==> src/rtl/sig_divider_seq.sv <==
// rtl/sig_divider_seq.sv - multi-cycle restoring divider for normalized significands
//
// Computes Q = A/B for 1.NSIG significands, one quotient bit per clock, and
// presents a normalized quotient plus the exponent-adjust and sticky flags the
// rounding stage needs. One operation in flight; valid/ready on both sides.
//
// Ports:
//   clk        in   clock, rising edge
//   rst_n      in   synchronous reset, active-low
//   in_valid   in   operands valid
//   in_ready   out  block can accept operands (registered)
//   A          in   dividend significand, 1.xxx form, NSIG+1 bits
//   B          in   divisor significand, 1.xxx form, NSIG+1 bits
//   out_valid  out  result valid (registered)
//   out_ready  in   downstream accepts the result
//   Q          out  normalized quotient, 1.xxx form, NSIG+1 bits
//   exp_adj    out  1: A<B, quotient shifted left by one; caller decrements exponent
//   sticky     out  OR of discarded quotient bits and nonzero remainder
//   dz         out  divide by zero (B hidden bit clear)

module sig_divider_seq #(
  parameter int NEXP = 8,
  parameter int NSIG = 7
) (
  input  logic            clk,
  input  logic            rst_n,
  input  logic            in_valid,
  output logic            in_ready,
  input  logic [NSIG:0]   A,
  input  logic [NSIG:0]   B,
  output logic            out_valid,
  input  logic            out_ready,
  output logic [NSIG:0]   Q,
  output logic            exp_adj,
  output logic            sticky,
  output logic            dz
);

  localparam int SW    = NSIG + 1;  // significand width
  localparam int RW    = NSIG + 2;  // remainder / raw quotient width
  localparam int CNT_W = $clog2(NSIG + 2);
  localparam logic [CNT_W-1:0] LAST_CNT = CNT_W'(NSIG + 1);

  // NEXP only travels alongside the significand in the FPU; reject nonsense
  // parameterisations at elaboration time.
  if (NEXP < 1 || NSIG < 1) begin : g_bad_params
    $error("sig_divider_seq: NEXP and NSIG must be at least 1");
  end

  typedef enum logic [1:0] {
    ST_IDLE = 2'd0,
    ST_CALC = 2'd1,
    ST_DONE = 2'd2
  } state_t;

  state_t            state_q, state_d;
  logic [SW-1:0]     b_q, b_d;
  logic [RW-1:0]     rem_q, rem_d;
  logic [RW-1:0]     quo_q, quo_d;
  logic [CNT_W-1:0]  cnt_q, cnt_d;
  logic [SW-1:0]     res_q, res_d;
  logic              exp_adj_q, exp_adj_d;
  logic              sticky_q, sticky_d;
  logic              dz_q, dz_d;
  logic              in_ready_q, in_ready_d;
  logic              out_valid_q, out_valid_d;

  // One restoring step, evaluated every cycle and used only in CALC.
  logic              ge;
  logic [RW-1:0]     rem_diff;
  logic [RW-1:0]     rem_next;
  logic [RW-1:0]     quo_next;

  always_comb begin
    ge       = (rem_q >= {1'b0, b_q});
    rem_diff = ge ? (rem_q - {1'b0, b_q}) : rem_q;
    // rem_diff < B, so doubling it never loses a set bit.
    rem_next = rem_diff << 1;
    quo_next = {quo_q[RW-2:0], ge};
  end

  always_comb begin
    state_d     = state_q;
    b_d         = b_q;
    rem_d       = rem_q;
    quo_d       = quo_q;
    cnt_d       = cnt_q;
    res_d       = res_q;
    exp_adj_d   = exp_adj_q;
    sticky_d    = sticky_q;
    dz_d        = dz_q;
    in_ready_d  = in_ready_q;
    out_valid_d = out_valid_q;

    case (state_q)
      ST_IDLE: begin
        if (in_valid) begin
          in_ready_d = 1'b0;
          if (B[NSIG]) begin
            b_d     = B;
            rem_d   = {1'b0, A};
            quo_d   = '0;
            cnt_d   = '0;
            state_d = ST_CALC;
          end else begin
            res_d       = '1;
            dz_d        = 1'b1;
            exp_adj_d   = 1'b0;
            sticky_d    = 1'b0;
            out_valid_d = 1'b1;
            state_d     = ST_DONE;
          end
        end
      end

      ST_CALC: begin
        rem_d = rem_next;
        quo_d = quo_next;
        cnt_d = cnt_q + CNT_W'(1);
        if (cnt_q == LAST_CNT) begin
          // Integer bit of the raw quotient set means A>=B: drop the lowest
          // bit into sticky. Otherwise the quotient is already one place low.
          if (quo_next[RW-1]) begin
            res_d     = quo_next[RW-1:1];
            exp_adj_d = 1'b0;
            sticky_d  = quo_next[0] | (|rem_next);
          end else begin
            res_d     = quo_next[SW-1:0];
            exp_adj_d = 1'b1;
            sticky_d  = |rem_next;
          end
          dz_d        = 1'b0;
          out_valid_d = 1'b1;
          state_d     = ST_DONE;
        end
      end

      ST_DONE: begin
        if (out_ready) begin
          out_valid_d = 1'b0;
          in_ready_d  = 1'b1;
          state_d     = ST_IDLE;
        end
      end

      default: begin
        state_d     = ST_IDLE;
        in_ready_d  = 1'b1;
        out_valid_d = 1'b0;
      end
    endcase
  end

  always_ff @(posedge clk) begin
    if (!rst_n) begin
      state_q     <= ST_IDLE;
      b_q         <= '0;
      rem_q       <= '0;
      quo_q       <= '0;
      cnt_q       <= '0;
      res_q       <= '0;
      exp_adj_q   <= 1'b0;
      sticky_q    <= 1'b0;
      dz_q        <= 1'b0;
      in_ready_q  <= 1'b1;
      out_valid_q <= 1'b0;
    end else begin
      state_q     <= state_d;
      b_q         <= b_d;
      rem_q       <= rem_d;
      quo_q       <= quo_d;
      cnt_q       <= cnt_d;
      res_q       <= res_d;
      exp_adj_q   <= exp_adj_d;
      sticky_q    <= sticky_d;
      dz_q        <= dz_d;
      in_ready_q  <= in_ready_d;
      out_valid_q <= out_valid_d;
    end
  end

  assign in_ready  = in_ready_q;
  assign out_valid = out_valid_q;
  assign Q         = res_q;
  assign exp_adj   = exp_adj_q;
  assign sticky    = sticky_q;
  assign dz        = dz_q;

endmodule

==> config.mk <==
export PLATFORM = sky130hd
export DESIGN_NAME = sig_divider_seq
export DESIGN_NICKNAME = d
export VERILOG_FILES = /design/src/rtl/sig_divider_seq.sv
export SDC_FILE = /design/constraint.sdc
export NUM_CORES = 1
export LEC_CHECK = 0
export CAP_MARGIN = 0
export CORE_UTILIZATION = 59
export DETAILED_ROUTE_END_ITERATION = 6
export PLACE_DENSITY = 0.81
export SLEW_MARGIN = 20
export SYNTH_ARGS = -nofsm -noshare
export SYNTH_HDL_FRONTEND = slang
export SYNTH_SLANG_ARGS = --single-unit
==> constraint.sdc <==
create_clock -name clk -period 5.1 [get_ports clk]
set_input_delay 0.51 -clock clk [delete_from_list [all_inputs] [get_ports clk]]
set_output_delay 0.51 -clock clk [all_outputs]
set_load 0.05 [all_outputs]
==> Flow_metrics.wiki, run 1 <==
{| class="wikitable"
! Metric !! Value
|-
| Clock root buffer || sky130_fd_sc_hd__clkbuf_8
|-
| Proportion of synthesized area in mux cells || 3.65%
|-
| Number of cells in the design after placement || 369
|-
| Flip-flop cell with the highest count after synthesis || sky130_fd_sc_hd__dfxtp_1
|-
| Count of max-cap constraint violations || 0
|-
| Count of nets after finishing || 357
|-
| Htree depth || 2
|-
| Post-layout min period || approximately 2400 ps
|-
| Final wirelength || between 5000 and 6000 µm
|-
| Number of synthesized flops with an enable pin || 0
|-
| Insertion delay to the later sink of the worst-skew pair || between 200 and 300 ps
|-
| Internal power contribution || approximately 660 µW
|-
| Total DRC errors in the routed layout || 0
|-
| Commonest cells post-synth || sky130_fd_sc_hd__dfxtp_1 (44), sky130_fd_sc_hd__a21oi_1 (31), sky130_fd_sc_hd__nand2_1 (30), sky130_fd_sc_hd__nor2_1 (20), sky130_fd_sc_hd__nand3_1 (19)
|-
| WS Path Type || reg2reg
|-
| Main area contributors after synthesis || sky130_fd_sc_hd__dfxtp_1 (36%), sky130_fd_sc_hd__a21oi_1 (6.3%), sky130_fd_sc_hd__ha_1 (5.1%), sky130_fd_sc_hd__nand2_1 (4.6%), sky130_fd_sc_hd__nand3_1 (3.8%)
|-
| Fill cells || between 300 and 400
|-
| Number of buffers added by the clock tree synthesis step || 5
|-
| Required time of the worst setup path || around 5300 ps
|-
| Clock-pin slew on the worst setup and hold paths || around 80 ps
|-
| Register cell area after layout || around 880 µm²
|-
| Area share of the largest cell type after synthesis || between 30% and 40%
|-
| Power spent charging and discharging nets || around 360 µW
|-
| Reg2reg end || sticky
|-
| Buffer count from post-CTS setup fixing || 0
|-
| Total power per unit cell area || approximately 350 nW/µm²
|-
| Clk pwr share || roughly a quarter
|-
| Mapped cell area || approximately 2500 µm²
|-
| Die height || roughly 67 µm
|-
| Most repeated cell in the gate-level netlist after synthesis || sky130_fd_sc_hd__dfxtp_1
|-
| Combinational group share of total power || between 30% and 40%
|-
| Maximum clock path buffer count || 2
|-
| Fraction of final layout cells sized beyond drive strength 1 || around 6.5%
|-
| Cells on Worst Hold Path || 2
|-
| Synth Area in XOR/XNOR || about 1.1%
|-
| Die outline width || around 67 µm
|-
| Sequential element share of the synthesized area || 35.6%
|-
| Worst Path Max Fanout || 4
|-
| Final number of hold-violating endpoints || 0
|-
| Hold-critical path endpoint || b_q[2]
|-
| Leakage || ~1 nW
|-
| TritonCTS clock tree || done
|-
| Routed length per placed instance || roughly 15 µm
|-
| Actual transition at the worst max-transition pin || 846 ps
|-
| Worst hold margin || 463 ps
|-
| Startpoint of the lowest-slack hold path || b_q[2]
|-
| Nets in the synthesized netlist || 333
|-
| Area after detailed placement || roughly 2800 µm²
|-
| Number of placement rows || 23
|-
| Unrepaired setup endpoints after global routing || false
|-
| Count of unique library cells instantiated by Yosys || 57
|-
| Number of cells on the worst reg-to-reg path || 9
|-
| Count of input and output buffers || 32
|-
| Total Negative Setup Slacks || 0 ps
|-
| Post-synthesis compound-gate area fraction || 25.6%
|-
| Fraction of registers with async set or reset after synthesis || 0%
|-
| Top Ports || 33
|-
| Power, Total || between 1 and 1.5 mW
|-
| Total of endpoints with negative setup slack in the final report || 0
|-
| Multi-input logic area || between 1000 and 1500 µm²
|-
| Hold bufs inserted after CTS || 0
|-
| Run status || finished clean
|-
| Final Util || a little under three quarters
|-
| Sort of element at the end of the critical path || flip-flop
|-
| Average vias per placed instance || 5.94
|-
| Wire length of the first global-routing pass || 9010 µm
|-
| Vias || 2227
|-
| Flop-to-flop setup slack || ~2700 ps
|-
| Sequential Power Share || 38.2%
|-
| Average cell area after synthesis || about 8 µm²
|-
| ANT nets after route || 0
|-
| Ant diodes || 0
|-
| Worst min path class || reg2reg
|-
| Share of synthesized cell area in and, or, nand and nor gates || a little under a quarter
|-
| Post-cts gate resize count || 0
|-
| Area of the die || 4450 µm²
|-
| Initial core utilization || between 60% and 70%
|-
| Cell taking the most area after synthesis || sky130_fd_sc_hd__dfxtp_1
|-
| Area growth from synthesis to final layout || 16.5%
|-
| DPL Wire Length || roughly 3900 µm
|-
| Max rail drop VDD || about 0.0003 V
|-
| Number of flip-flops and latches in the synthesized netlist || 44
|-
| Total routing resource utilization after global routing || 26.4%
|-
| Area of all placed cells without fillers || between 2000 and 3000 µm²
|-
| Share of the cycle needed by the critical path after routing || a little under half
|-
| Synth Instances || slightly above 300
|-
| Post-route clock skew || 3.67 ps
|-
| Fin cells || between 300 and 400
|-
| Number of iterations in the first detailed-routing pass || 4
|-
| Combinational family with the most area after synthesis || compound AO/OA/AOI/OAI gates
|-
| Number of warnings reported in the yosys synthesis log || 0
|-
| Max Clock Freq || about 0.41 GHz
|-
| Switching part of the total || a little over a third
|-
| Smallest setup slack after layout || about 2700 ps
|-
| Number of sinks on the clock net || 44
|-
| Largest net degree at the start of global routing || 39
|-
| Initial detailed-routing violation count || ~120
|-
| Worst Path Arrival || 2580 ps
|-
| Worst slack at placement || 2610 ps
|-
| Core region area || approximately 4000 µm²
|-
| Gpl congestion || roughly 0.85
|-
| Antenna violations before repair || 0
|-
| Type of origin of the critical path || flip-flop
|-
| Max-slew violation total from the final report || 0
|-
| Relative slew slack || between 40 and 50%
|-
| Gr ovfl total || 0
|-
| Area share of fa/ha/maj cells after synthesis || 5.87%
|-
| Start of the worst register-to-register path || rem_q[0]
|-
| Vias in the first global route || around 2000
|}
==> cell usage in the layout, fill, tap and decap left out, types with 7 or more instances in the layout <==
cell | synthesis | final
sky130_fd_sc_hd__o21a_1 | 7 | 7
sky130_fd_sc_hd__ha_1 | 10 | 10
sky130_fd_sc_hd__a311oi_1 | 7 | 7
sky130_fd_sc_hd__dfxtp_1 | 44 | 44
sky130_fd_sc_hd__nor2b_1 | 8 | 8
sky130_fd_sc_hd__nand3_1 | 19 | 19
sky130_fd_sc_hd__clkdlybuf4s50_1 | 0 | 32
sky130_fd_sc_hd__nand2_1 | 30 | 30
sky130_fd_sc_hd__mux2i_1 | 9 | 9
sky130_fd_sc_hd__inv_1 | 15 | 14
sky130_fd_sc_hd__a21oi_1 | 31 | 31
sky130_fd_sc_hd__o21ai_0 | 10 | 10
sky130_fd_sc_hd__nor2_1 | 20 | 20
==> worst max-delay path, cell delays in order, from the launching register on <==
cell                       delay [ps]
sky130_fd_sc_hd__dfxtp_1          370
sky130_fd_sc_hd__inv_1             80
sky130_fd_sc_hd__ha_1             230
sky130_fd_sc_hd__fa_1             430
sky130_fd_sc_hd__and2b_1          290
sky130_fd_sc_hd__o21a_1           190
sky130_fd_sc_hd__mux2i_1          200
sky130_fd_sc_hd__a211oi_1         110
sky130_fd_sc_hd__o22ai_1          250
sky130_fd_sc_hd__a41oi_1          140
==> flip-flops by register name, indices dropped and copies added (netlist names) <==
register,cells
state_q,2
out_valid,1
quo_q,8
in_ready,1
exp_adj,1
sticky,1
rem_q,9
b_q,8
dz,1
cnt_q,4
Q,8
==> cell type report <==
class	instances	area share (%)
repair buffers	33	11.4
clock inverters	1	1.04
flip-flops and latches	44	30.6
clock buffers	5	2.39
well taps	50	2.17
inverters	15	1.96
multi-input cells	227	50.4
==> layer usage <==
layer | global-route usage (%) | vias up | wire (µm)
met2 | 43.2 | 42 | 2610
met4 | 3.46 | 0 | 17
met3 | 5.82 | 4 | 225
li1 | - | 1139 | -
met1 | 36.2 | 1042 | 2650
met5 | 0 | - | 0
==> power groups by stage <==
stage | clock network (mW) | registers (mW) | logic [mW]
2_1_floorplan | 0 | 0.430 | 0.250
3_5_place_dp | 0 | 0.395 | 0.375
5_1_grt | 0.261 | 0.391 | 0.412
3_3_place_gp | 0 | 0.395 | 0.370
6_report | 0.247 | 0.388 | 0.380
4_1_cts | 0.251 | 0.388 | 0.377
==> cell families after synthesis <==
family / count (synthesis)
AOI/OAI and AO/OA: 95
adders and majority gates: 11
muxes: 9
and+or+nand+nor: 109
buffers and inverters: 31
DFF: 44
xor gates and xnor gates: 3
==> how the worst max path moves through the flow <==
stage                  start        to  slack (ps)  cells past startpoint
global route        rem_q[0]    sticky        2570                      9
floorplan           rem_q[0]    sticky        3050                      9
finish              rem_q[0]    sticky        2680                      9
global placement    in_valid  rem_q[3]        2660                      6
detailed placement  in_valid  rem_q[3]        2610                      6
CTS                 rem_q[0]    sticky        2710                      9
(Power assumes the default switching activity.)
==> run 2: changes to the inputs <==
Settings changed: CORE_UTILIZATION 59 to 49, PLACE_DENSITY 0.81 to 0.71.
Clock period 5.1 ns to 2 ns, I/O delays scaled along.
==> run 2 against run 1 <==
Net effect: the flow now finishes with violations (negative setup slack); non-clock buffer count is 36 higher; sequential power grew to 2.5 times the previous value; clock power up 110%; via count is 8.4% higher; count of clock-buffer cells in the layout unchanged; total power increased to 2.7 times the previous value; global-route usage decreased by 0.52 points; sequential cell count unchanged; wire length grew 16%; critical endpoint unchanged.
==> Flow_metrics.wiki, run 2 (synthesis gave the netlist of run 1 again) <==
{| class="wikitable"
! Metric !! Value
|-
| Register ranked first by flip-flop count || rem_q
|-
| Fin cells || 429 (+14%)
|-
| Core region area || 4790 µm² (+20%)
|-
| Post-route clock skew || 6.52 ps (+2.85 ps)
|-
| Worst min path class || in2reg
|-
| Total power per unit cell area || 838 nW/µm² (+140%)
|-
| Number of cells in the design after placement || 420 (+14%)
|-
| Gpl congestion || 0.926 (+8.4%)
|-
| Htree depth || 2 (unchanged)
|-
| DPL Wire Length || 4860 µm (+24%)
|-
| Smallest setup slack after layout || -41.4 ps (-2720 ps)
|-
| Power spent charging and discharging nets || 1.01 mW (+180%)
|-
| Fraction of final layout cells sized beyond drive strength 1 || 20.4% (+14 points)
|-
| Count of input and output buffers || 32 (unchanged)
|-
| Actual transition at the worst max-transition pin || 544 ps (-302 ps)
|-
| Startpoint of the lowest-slack hold path || B[0]
|-
| Vias || 2414 (+8.4%)
|-
| Clock root buffer || sky130_fd_sc_hd__clkbuf_8
|-
| Relative slew slack || 63.7% (+20 points)
|-
| Number of iterations in the first detailed-routing pass || 4 (unchanged)
|-
| Number of sinks on the clock net || 44 (unchanged)
|-
| Largest net degree at the start of global routing || 21 (-46%)
|-
| Start of the worst register-to-register path || rem_q[0]
|-
| Run status || finished, violations left
|-
| Max Clock Freq || 0.490 GHz (+19%)
|-
| Initial core utilization || 51.6% (-10 points)
|-
| Die outline width || 73.0 µm (+9.4%)
|-
| Area growth from synthesis to final layout || 31.7%
|-
| Gr ovfl total || 0 (unchanged)
|-
| Total routing resource utilization after global routing || 25.9% (-0.52 points)
|-
| Type of origin of the critical path || flip-flop
|-
| Maximum clock path buffer count || 2 (unchanged)
|-
| Area after detailed placement || 3060 µm² (+10%)
|-
| Crit path buf inv count || 1 (unchanged)
|-
| Total of endpoints with negative setup slack in the final report || 1 (+1)
|-
| Post-layout min period || 2040 ps (-380 ps)
|-
| WS Path Type || reg2reg
|-
| Final number of hold-violating endpoints || 0 (unchanged)
|-
| Delay of the slowest cell on the worst path || 340 ps (-90 ps)
|-
| Worst Path Arrival || 2210 ps (-370 ps)
|-
| Top library cells by usage in the layout, fill and taps aside || sky130_fd_sc_hd__dfxtp_1 (43), sky130_fd_sc_hd__buf_4 (37), sky130_fd_sc_hd__clkdlybuf4s50_1 (32)
|-
| Worst slack at placement || -124 ps (-2730 ps)
|-
| Count of nets after finishing || 393 (+10%)
|-
| Leakage || 1.19 nW (+19%)
|-
| Switching part of the total || 37.1% (+2.0 points)
|-
| Die height || 73.0 µm (+9.4%)
|-
| Worst Path Max Fanout || 4 (unchanged)
|-
| Combinational group share of total power || 44.6% (+7.2 points)
|-
| Antenna violations before repair || 0 (unchanged)
|-
| Routed length per placed instance || 14.9 µm (+1.8%)
|-
| Fill cells || 404 (+19%)
|-
| Kind of cell with the highest combined delay on the critical path || compound AO/OA/AOI/OAI gates
|-
| ANT nets after route || 0 (unchanged)
|-
| Hold bufs inserted after CTS || 0 (unchanged)
|-
| Max-slew violation total from the final report || 0 (unchanged)
|-
| Area of the die || 5330 µm² (+20%)
|-
| Final wirelength || 6410 µm (+16%)
|-
| Most common cell after layout, fill and taps aside || sky130_fd_sc_hd__dfxtp_1
|-
| Ant diodes || 0 (unchanged)
|-
| Clock-pin slew on the worst setup and hold paths || 80 ps (about the same)
|-
| Required time of the worst setup path || 2170 ps (-3090 ps)
|-
| Sort of element at the end of the critical path || flip-flop
|-
| Share of the cycle needed by the critical path after routing || 102% (+55 points)
|-
| Top Ports || 33 (unchanged)
|-
| Clk pwr share || 19.2% (-5.1 points)
|-
| Max rail drop VDD || 0.000642 V (+110%)
|-
| Insertion delay to the later sink of the worst-skew pair || 290 ps (about the same)
|-
| Initial detailed-routing violation count || 204 (+69%)
|-
| Violated checks || negative setup slack
|-
| Wire length of the first global-routing pass || 10600 µm (+17%)
|-
| Number of flip-flops under the largest register name || 9 (unchanged)
|-
| Unrepaired setup endpoints after global routing || true
|-
| Average vias per placed instance || 5.63 (-5.2%)
|-
| TritonCTS clock tree || done
|-
| Standard cell with the maximum stage delay on the critical path || sky130_fd_sc_hd__dfxtp_2
|-
| Sequential Power Share || 36.2% (-2.0 points)
|-
| Internal power contribution || 1.72 mW (+160%)
|-
| Number of placement rows || 25 (+8.7%)
|-
| Critical path cell sequence || inv_2, ha_4, fa_2, and2b_2, o21a_1, mux2i_1, a211oi_1, o22ai_1, a41oi_1
|-
| Vias in the first global route || 2222 (+11%)
|-
| Total DRC errors in the routed layout || 0 (unchanged)
|-
| Count of max-cap constraint violations || 0 (unchanged)
|-
| Area of all placed cells without fillers || 3250 µm² (+13%)
|-
| Critical Path Start || rem_q[0]
|-
| Number of buffers added by the clock tree synthesis step || 5 (unchanged)
|}
==> run 2: power by group through the flow <==
| stage | clock network, mW | registers [mW] | logic [mW] |
|---|---|---|---|
| 6_report | 0.524 | 0.988 | 1.22 |
| 5_1_grt | 0.583 | 0.996 | 1.31 |
| 4_1_cts | 0.543 | 0.986 | 1.15 |
| 3_5_place_dp | 0 | 1.00 | 1.10 |
| 3_3_place_gp | 0 | 1.00 | 1.08 |
| 2_1_floorplan | 0 | 1.10 | 0.639 |
==> run 2: layout make-up <==
class / count / area [µm²] / share of cell area, %
inverters: 15 / 56.3 / 1.73
multi-input cells: 227 / 1550 / 47.7
flip-flops and latches: 44 / 882 / 27.1
clock buffers: 5 / 68.8 / 2.11
clock inverters: 2 / 12.5 / 0.384
repair buffers: 69 / 598 / 18.4
well taps: 67 / 83.8 / 2.58
==> run 2: worst paths after layout <==
| kind | end | slack (ps) | cells after the start |
|---|---|---|---|
| setup / recovery | sticky | -40 | 9 |
| setup reg to reg | sticky | -40 | 9 |
| hold reg to reg | b_q[2] | 460 | 2 |
| hold / removal | b_q[0] | 450 | 3 |
==> run 2: through the flow <==
| stage | total power, mW | util [%] | hold WS [ps] | TNS (ps) |
|---|---|---|---|---|
| detailed placement | 2.10 | 63.9 | 449 | -124 |
| global route | 2.89 | 68.0 | 457 | -215 |
| global placement | 2.09 | 63.9 | 444 | 0 |
| finish | 2.73 | 68.0 | 451 | -41.4 |
| CTS | 2.68 | 66.9 | 448 | -8.42 |
| floorplan | 1.73 | - | 262 | 0 |
==> run 2: what timing repair did <==
action / in CTS / in global routing
pin swaps: 3 / 5
setup endpoints to repair: 4 / 10
resized for setup: 10 / 10
setup buffers: 2 / 1
==> run 2: worst register-to-register path, stage by stage, from the launching register on <==
cell and delay, ps:
sky130_fd_sc_hd__dfxtp_2 340, sky130_fd_sc_hd__inv_2 50, sky130_fd_sc_hd__ha_4 160, sky130_fd_sc_hd__fa_2 330
sky130_fd_sc_hd__and2b_2 260, sky130_fd_sc_hd__o21a_1 170, sky130_fd_sc_hd__mux2i_1 230, sky130_fd_sc_hd__a211oi_1 100
sky130_fd_sc_hd__o22ai_1 160, sky130_fd_sc_hd__a41oi_1 110
==> run 2: per-layer routing <==
metal | wire length [µm] | part of all wire [%] | vias up | track usage (%)
li1 | - | - | 1204 | -
met1 | 3100 | 48 | 1133 | 38.2
met2 | 2910 | 45 | 66 | 38.3
met3 | 292 | 4.6 | 11 | 3.18
met4 | 115 | 1.8 | 0 | 9.80
met5 | 0 | 0 | - | 0
==> run 3: changes to the inputs <==
Settings changed: ABC_AREA set to 1, PLACE_DENSITY 0.71 to 0.72.
==> run 3 against run 2 <==
Net effect: the flow still finishes with violations (negative setup slack); utilization is 2.6 points higher; setup slack worse by 29 ps; global-route usage is 1.6 points lower; critical endpoint unchanged.
==> Flow_metrics.wiki, run 3 <==
{| class="wikitable"
! Metric !! Value
|-
| Internal power contribution || 2.12 mW (+23%)
|-
| Maximum clock path buffer count || 2 (unchanged)
|-
| Type of origin of the critical path || flip-flop
|-
| Combinational group share of total power || 49.7% (+5.1 points)
|-
| Count of nets after finishing || 413 (+5.1%)
|-
| Total of endpoints with negative setup slack in the final report || 1 (unchanged)
|-
| Initial core utilization || 52.0% (+0.41 points)
|-
| Required time of the worst setup path || 2180 ps (about the same)
|-
| Reg2reg end || sticky
|-
| Global routing met2 resource utilization || 39.7% (+1.5 points)
|-
| Post-route clock skew || 8.20 ps (+1.68 ps)
|-
| Standard cell with the maximum stage delay on the critical path || sky130_fd_sc_hd__dfxtp_1
|-
| Routed length per placed instance || 14.3 µm (-4.6%)
|-
| Sequential Power Share || 29.3% (-6.9 points)
|-
| Final wirelength || 6200 µm (-3.3%)
|-
| Number of flip-flops under the largest register name || 9 (unchanged)
|-
| Vias in the first global route || 2120 (-4.6%)
|-
| Final Util || 70.6% (+2.6 points)
|-
| Cell taking the most area after synthesis || sky130_fd_sc_hd__dfxtp_1
|-
| Most repeated library cell on the critical path || sky130_fd_sc_hd__nand2_1
|-
| Fill cells || 360 (-11%)
|-
| Worst hold margin || 442 ps (-9.62 ps)
|-
| Unrepaired setup endpoints after global routing || true
|-
| Most repeated cell in the gate-level netlist after synthesis || sky130_fd_sc_hd__nand2_1
|-
| Average vias per placed instance || 5.33 (-5.3%)
|-
| Gpl congestion || 0.889 (-4.0%)
|-
| Share of the cycle needed by the critical path after routing || 104% (+1.4 points)
|-
| Commonest cells post-synth || sky130_fd_sc_hd__nand2_1 (96), sky130_fd_sc_hd__dfxtp_1 (44), sky130_fd_sc_hd__inv_1 (34), sky130_fd_sc_hd__a21oi_1 (29), sky130_fd_sc_hd__nor2_1 (19)
|-
| Worst min path class || in2reg
|-
| Clk pwr share || 21.0% (+1.8 points)
|-
| Main area contributors after synthesis || sky130_fd_sc_hd__dfxtp_1 (38%), sky130_fd_sc_hd__nand2_1 (15%), sky130_fd_sc_hd__a21oi_1 (6.2%), sky130_fd_sc_hd__inv_1 (5.5%), sky130_fd_sc_hd__ha_1 (5.4%)
|-
| Mapped cell area || 2330 µm² (-5.8%)
|-
| Relative slew slack || 46.6% (-17 points)
|-
| Sequential element share of the synthesized area || 37.8% (+2.2 points)
|-
| Nets in the synthesized netlist || 356 (+6.9%)
|-
| Total routing resource utilization after global routing || 24.3% (-1.6 points)
|-
| Top library cells by usage in the layout, fill and taps aside || sky130_fd_sc_hd__nand2_1 (89), sky130_fd_sc_hd__dfxtp_1 (36), sky130_fd_sc_hd__clkdlybuf4s50_1 (32)
|-
| Critical path cell sequence || ha_4, nand2_1, nand2_1, nand2_1, nand3_2, nand2_4, nand2_4, buf_12, nand2_2, nand2_2, nor2_1, nand2_1, o21bai_1, a21oi_1
|-
| ANT nets after route || 0 (unchanged)
|-
| Area growth from synthesis to final layout || 35.6%
|-
| Fraction of final layout cells sized beyond drive strength 1 || 24.8% (+4.4 points)
|-
| Worst Path Arrival || 2250 ps (+40 ps)
|-
| Crit path buf inv count || 1 (unchanged)
|-
| Startpoint of the lowest-slack hold path || A[0]
|-
| Sort of element at the end of the critical path || flip-flop
|-
| Number of placement rows || 24 (-4.0%)
|-
| DPL Wire Length || 4070 µm (-16%)
|-
| Met3 track demand over resource || 3.42% (+0.24 points)
|-
| Ant diodes || 0 (unchanged)
|-
| Post-layout min period || 2070 ps (+29.0 ps)
|-
| Power, Total || 3.55 mW (+30%)
|-
| Largest net degree at the start of global routing || 29 (+38%)
|-
| Flop-to-flop setup slack || -70 ps (-30 ps)
|-
| Max-slew violation total from the final report || 0 (unchanged)
|-
| Actual transition at the worst max-transition pin || 800 ps (+256 ps)
|-
| Average cell area after synthesis || 7.16 µm² (-12%)
|-
| Final number of hold-violating endpoints || 0 (unchanged)
|-
| Number of synthesized flops with an enable pin || 0 (unchanged)
|-
| Violated checks || negative setup slack
|-
| Switching part of the total || 40.3% (+3.1 points)
|-
| Kind of cell with the highest combined delay on the critical path || simple AND/OR/NAND/NOR gates
|-
| Peak-usage layer in the global routing report || met2
|-
| Met1 usage in global routing || 33.1% (-5.2 points)
|-
| Smallest setup slack after layout || -70.4 ps (-29.0 ps)
|-
| Start of the worst register-to-register path || rem_q[2]
|-
| Clock-pin slew on the worst setup and hold paths || 90 ps (about the same)
|-
| Clock root buffer || sky130_fd_sc_hd__clkbuf_8
|-
| Number of cells on the worst reg-to-reg path || 14 (+5)
|-
| WS Path Type || reg2reg
|-
| Area of all placed cells without fillers || 3160 µm² (-3.0%)
|-
| Run status || finished, violations left
|-
| Area after detailed placement || 2780 µm² (-9.0%)
|-
| Synth Instances || 325 (+7.6%)
|-
| Top Ports || 33 (unchanged)
|-
| Total power per unit cell area || 1120 nW/µm² (+34%)
|-
| Leakage || 1.31 nW (+9.6%)
|-
| Area share of the largest cell type after synthesis || 37.8% (+2.2 points)
|-
| Most common cell after layout, fill and taps aside || sky130_fd_sc_hd__nand2_1
|-
| TritonCTS clock tree || done
|-
| Antenna violations before repair || 0 (unchanged)
|-
| Count of input and output buffers || 32 (unchanged)
|-
| Htree depth || 2 (unchanged)
|-
| Insertion delay to the later sink of the worst-skew pair || 310 ps (+20 ps)
|-
| Delay of the slowest cell on the worst path || 420 ps (+80 ps)
|-
| Die height || 70.9 µm (-2.8%)
|-
| Wire length of the first global-routing pass || 9660 µm (-8.4%)
|-
| Flip-flop cell with the highest count after synthesis || sky130_fd_sc_hd__dfxtp_1
|-
| Register ranked first by flip-flop count || rem_q
|-
| Hold-critical path endpoint || rem_q[0]
|-
| Core region area || 4470 µm² (-6.5%)
|-
| Cells on Worst Hold Path || 3 (unchanged)
|-
| Vias || 2317 (-4.0%)
|-
| Die outline width || 70.9 µm (-2.8%)
|-
| Number of buffers added by the clock tree synthesis step || 5 (unchanged)
|-
| Multi-input logic area || 1390 µm² (-10%)
|-
| Critical Path Start || rem_q[2]
|-
| Max rail drop VDD || 0.000626 V (-2.5%)
|-
| Count of max-cap constraint violations || 0 (unchanged)
|-
| Max Clock Freq || 0.483 GHz (-1.4%)
|-
| Hold bufs inserted after CTS || 0 (unchanged)
|-
| Gr ovfl total || 0 (unchanged)
|-
| Number of warnings reported in the yosys synthesis log || 0 (unchanged)
|-
| Register cell area after layout || 891 µm² (+0.99%)
|-
| Number of iterations in the first detailed-routing pass || 4 (unchanged)
|-
| Area of the die || 5030 µm² (-5.6%)
|-
| Number of flip-flops and latches in the synthesized netlist || 44 (unchanged)
|-
| Worst slack at placement || -56.3 ps (+67.4 ps)
|-
| Worst Path Max Fanout || 7 (+3)
|-
| Initial detailed-routing violation count || 172 (-16%)
|-
| Fraction of registers with async set or reset after synthesis || 0% (unchanged)
|-
| Number of sinks on the clock net || 44 (unchanged)
|-
| Count of unique library cells instantiated by Yosys || 34 (-40%)
|-
| Power spent charging and discharging nets || 1.43 mW (+41%)
|-
| Total DRC errors in the routed layout || 0 (unchanged)
|}
## run 3: cell families (layout without fill, tap and decap cells)
group                    Yosys count  count (layout)  share of synthesized area, %
buffers and inverters             47             105                          9.03
AND/OR/NAND/NOR                  154             154                          29.8
XOR/XNOR                           3               3                          1.13
flip-flops                        44              44                          37.8
adder cells (fa/ha/maj)           11              11                          6.23
AO/OA/AOI/OAI                     66              66                          16.0
## run 3: cell type report
class                      count  area share, %
sequential                    44           28.2
clock inverter                 2           1.23
clock buffer                   6           2.62
multi-input combinational    234           44.0
timing repair buffer          61           17.4
inverter                      36           4.40
tap                           52           2.06
## run 3: per-layer routing
layer  share of wire (%)  wire (µm)  up-vias
li1                    -          -     1177
met3                 4.2        258       13
met2                  46       2880       59
met1                  47       2930     1068
met4                 2.1        129        0
met5                   0          0        -
## run 3: worst min-delay path, cell delays in order
cell	delay [ps]
sky130_fd_sc_hd__clkdlybuf4s50_1	400
sky130_fd_sc_hd__nand2_1	60
sky130_fd_sc_hd__a21oi_1	50
## run 3: what timing repair did
| action | in CTS | in global routing |
|---|---|---|
| cloned | 0 | 0 |
| endpoints found under the setup margin | 1 | 6 |
| buffers inserted | 0 | 10 |
| gates resized for setup | 2 | 39 |
| pin swaps | 1 | 19 |
## run 3: how the worst max path moves through the flow
| stage | endpoint | slack, ps | cells after the start |
|---|---|---|---|
| CTS | sticky | 2 | 14 |
| detailed placement | sticky | -60 | 13 |
| finish | sticky | -70 | 14 |
| global route | sticky | -170 | 15 |
| global placement | sticky | -50 | 13 |
| floorplan | sticky | 150 | 15 |
## run 3: through the flow
step | std cells | setup TNS, ps
after global routing | 435 | -239
after detailed placement | 417 | -56.3
final | 435 | -70.4
after floorplan | 325 | 0
after CTS | 425 | 0
after global placement | 417 | -47.8
## run 3: power groups by stage
stage          clock network, mW  logic (mW)  registers (mW)
3_5_place_dp                   0        1.40            1.04
5_1_grt                    0.788        1.90            1.05
3_3_place_gp                   0        1.39            1.04
6_report                   0.745        1.76            1.04
4_1_cts                    0.753        1.42            1.02
2_1_floorplan                  0       0.934            1.19
==> RTL edit (config.mk and constraints of run 3) <==
The 3 states of `state_t` get a one-hot encoding in 3 bits.
--- a/src/rtl/sig_divider_seq.sv
+++ b/src/rtl/sig_divider_seq.sv
@@ -49,6 +49,6 @@
 
-  typedef enum logic [1:0] {
-    ST_IDLE = 2'd0,
-    ST_CALC = 2'd1,
-    ST_DONE = 2'd2
+  typedef enum logic [2:0] {
+    ST_IDLE = 3'b001,
+    ST_CALC = 3'b010,
+    ST_DONE = 3'b100
   } state_t;
Check against the original RTL: same outputs for any inputs over 10 cycles, from zero or initial values and one cycle with rst_n low; not proved beyond that.
==> RTL edit against run 3 <==
  * Synthesized area increased by 3.4%
  * Cell area increased by 2.1%
  * Cell count increased by 6.0%
  * Synthesized cell count increased by 5.8%
  * Fmax increased by 9.1%
  * Global-route usage decreased by 0.49 points
  * Routed wire length decreased by 1.0%
  * Sequential cell count increased by 1
  * Non-clock buffer count decreased by 9
  * Worst setup slack improved by 170 ps
  * Largest cell class unchanged
  * Highest routed layer unchanged
Power is not shown: default switching activity piles up to over one toggle a cycle in this logic, so the estimate is an artifact.
==> RTL edit: results (changes against run 3) <==
- Layout cells sized above 1: 23.4% (-1.5 points)
- Placed insts: 446 (+7.0%)
- Total track usage: 23.8% (-0.49 points)
- Grt met3 use: 4.58% (+1.2 points)
- Hold path start: A[1]
- Dpl cell area: 2860 um^2 (+2.7%)
- Syn Area/Cell: 7.00 um^2 (-2.3%)
- Met2 WL: 3060 um (+6.1%)
- Status: completed
- Least-Margin Pin Slew: 502 ps (-298 ps)
- Crit-path slowest cell: dfxtp_2
- Met2 usage in global routing: 41.0% (+1.3 points)
- Global-route wire length before repair: 9560 um (-1.1%)
- Synth Net Count: 375 (+5.3%)
- Fin worst setup slack: 102 ps (+172 ps)
- RR Startpoint: b_q[2]
- Crit-path max cell delay: 330 ps (-90 ps)
- Vias post-DR: 2,372 (+2.4%)
- First-pass DRT Iterations: 5 (+1)
- R2r worst-path depth: 15 (+1)
- Post-Route WL: 6140 um (-1.0%)
- Routability cong.: 0.860 (-3.3%)
- Netlist cell types: 36 (+5.9%)
- Post-CTS Setup Bufs: 2 (+2)
- Top post-synthesis cells by area: dfxtp_1, nand2_1, a21oi_1, inv_1, ha_1
- HPWL Detailed: 4260 um (+4.6%)
- Finished Layout Cells: 461 (+6.0%)
- Worst Setup SP: b_q[2]
- Pin count of the biggest net entering global routing: 21 (-28%)
- Crit path max fanout: 10 (+3)
- Hold path endpoint: rem_q[1]
## RTL edit: cell types whose count changed in the layout (fill, tap and decap cells not counted), sizes merged, moves of 4 or more
| cell | change |
|---|---|
| nand2 | -4 |
| o21ai | +6 |
| inv | +10 |
| nor3 | +4 |
| buf | -9 |
| a31oi | -4 |
## RTL edit: cell families after synthesis
| group | Yosys count | synth area share, % |
|---|---|---|
| AO/OA/AOI/OAI | 67 | 14.9 |
| XOR/XNOR | 4 | 1.45 |
| adder cells (fa/ha/maj) | 11 | 6.03 |
| AND/OR/NAND/NOR | 159 | 30.2 |
| flip-flops | 45 | 37.4 |
| buffers and inverters | 58 | 10.0 |
## RTL edit: layout make-up
class	count	area (um^2)
Clock buffer	6	82.6
Clock inverter	2	13.8
Fill cell	389	1500
Inverter	47	179
Multi-Input combinational cell	242	1460
Sequential cell	45	912
Tap cell	67	83.8
Timing Repair Buffer	52	490
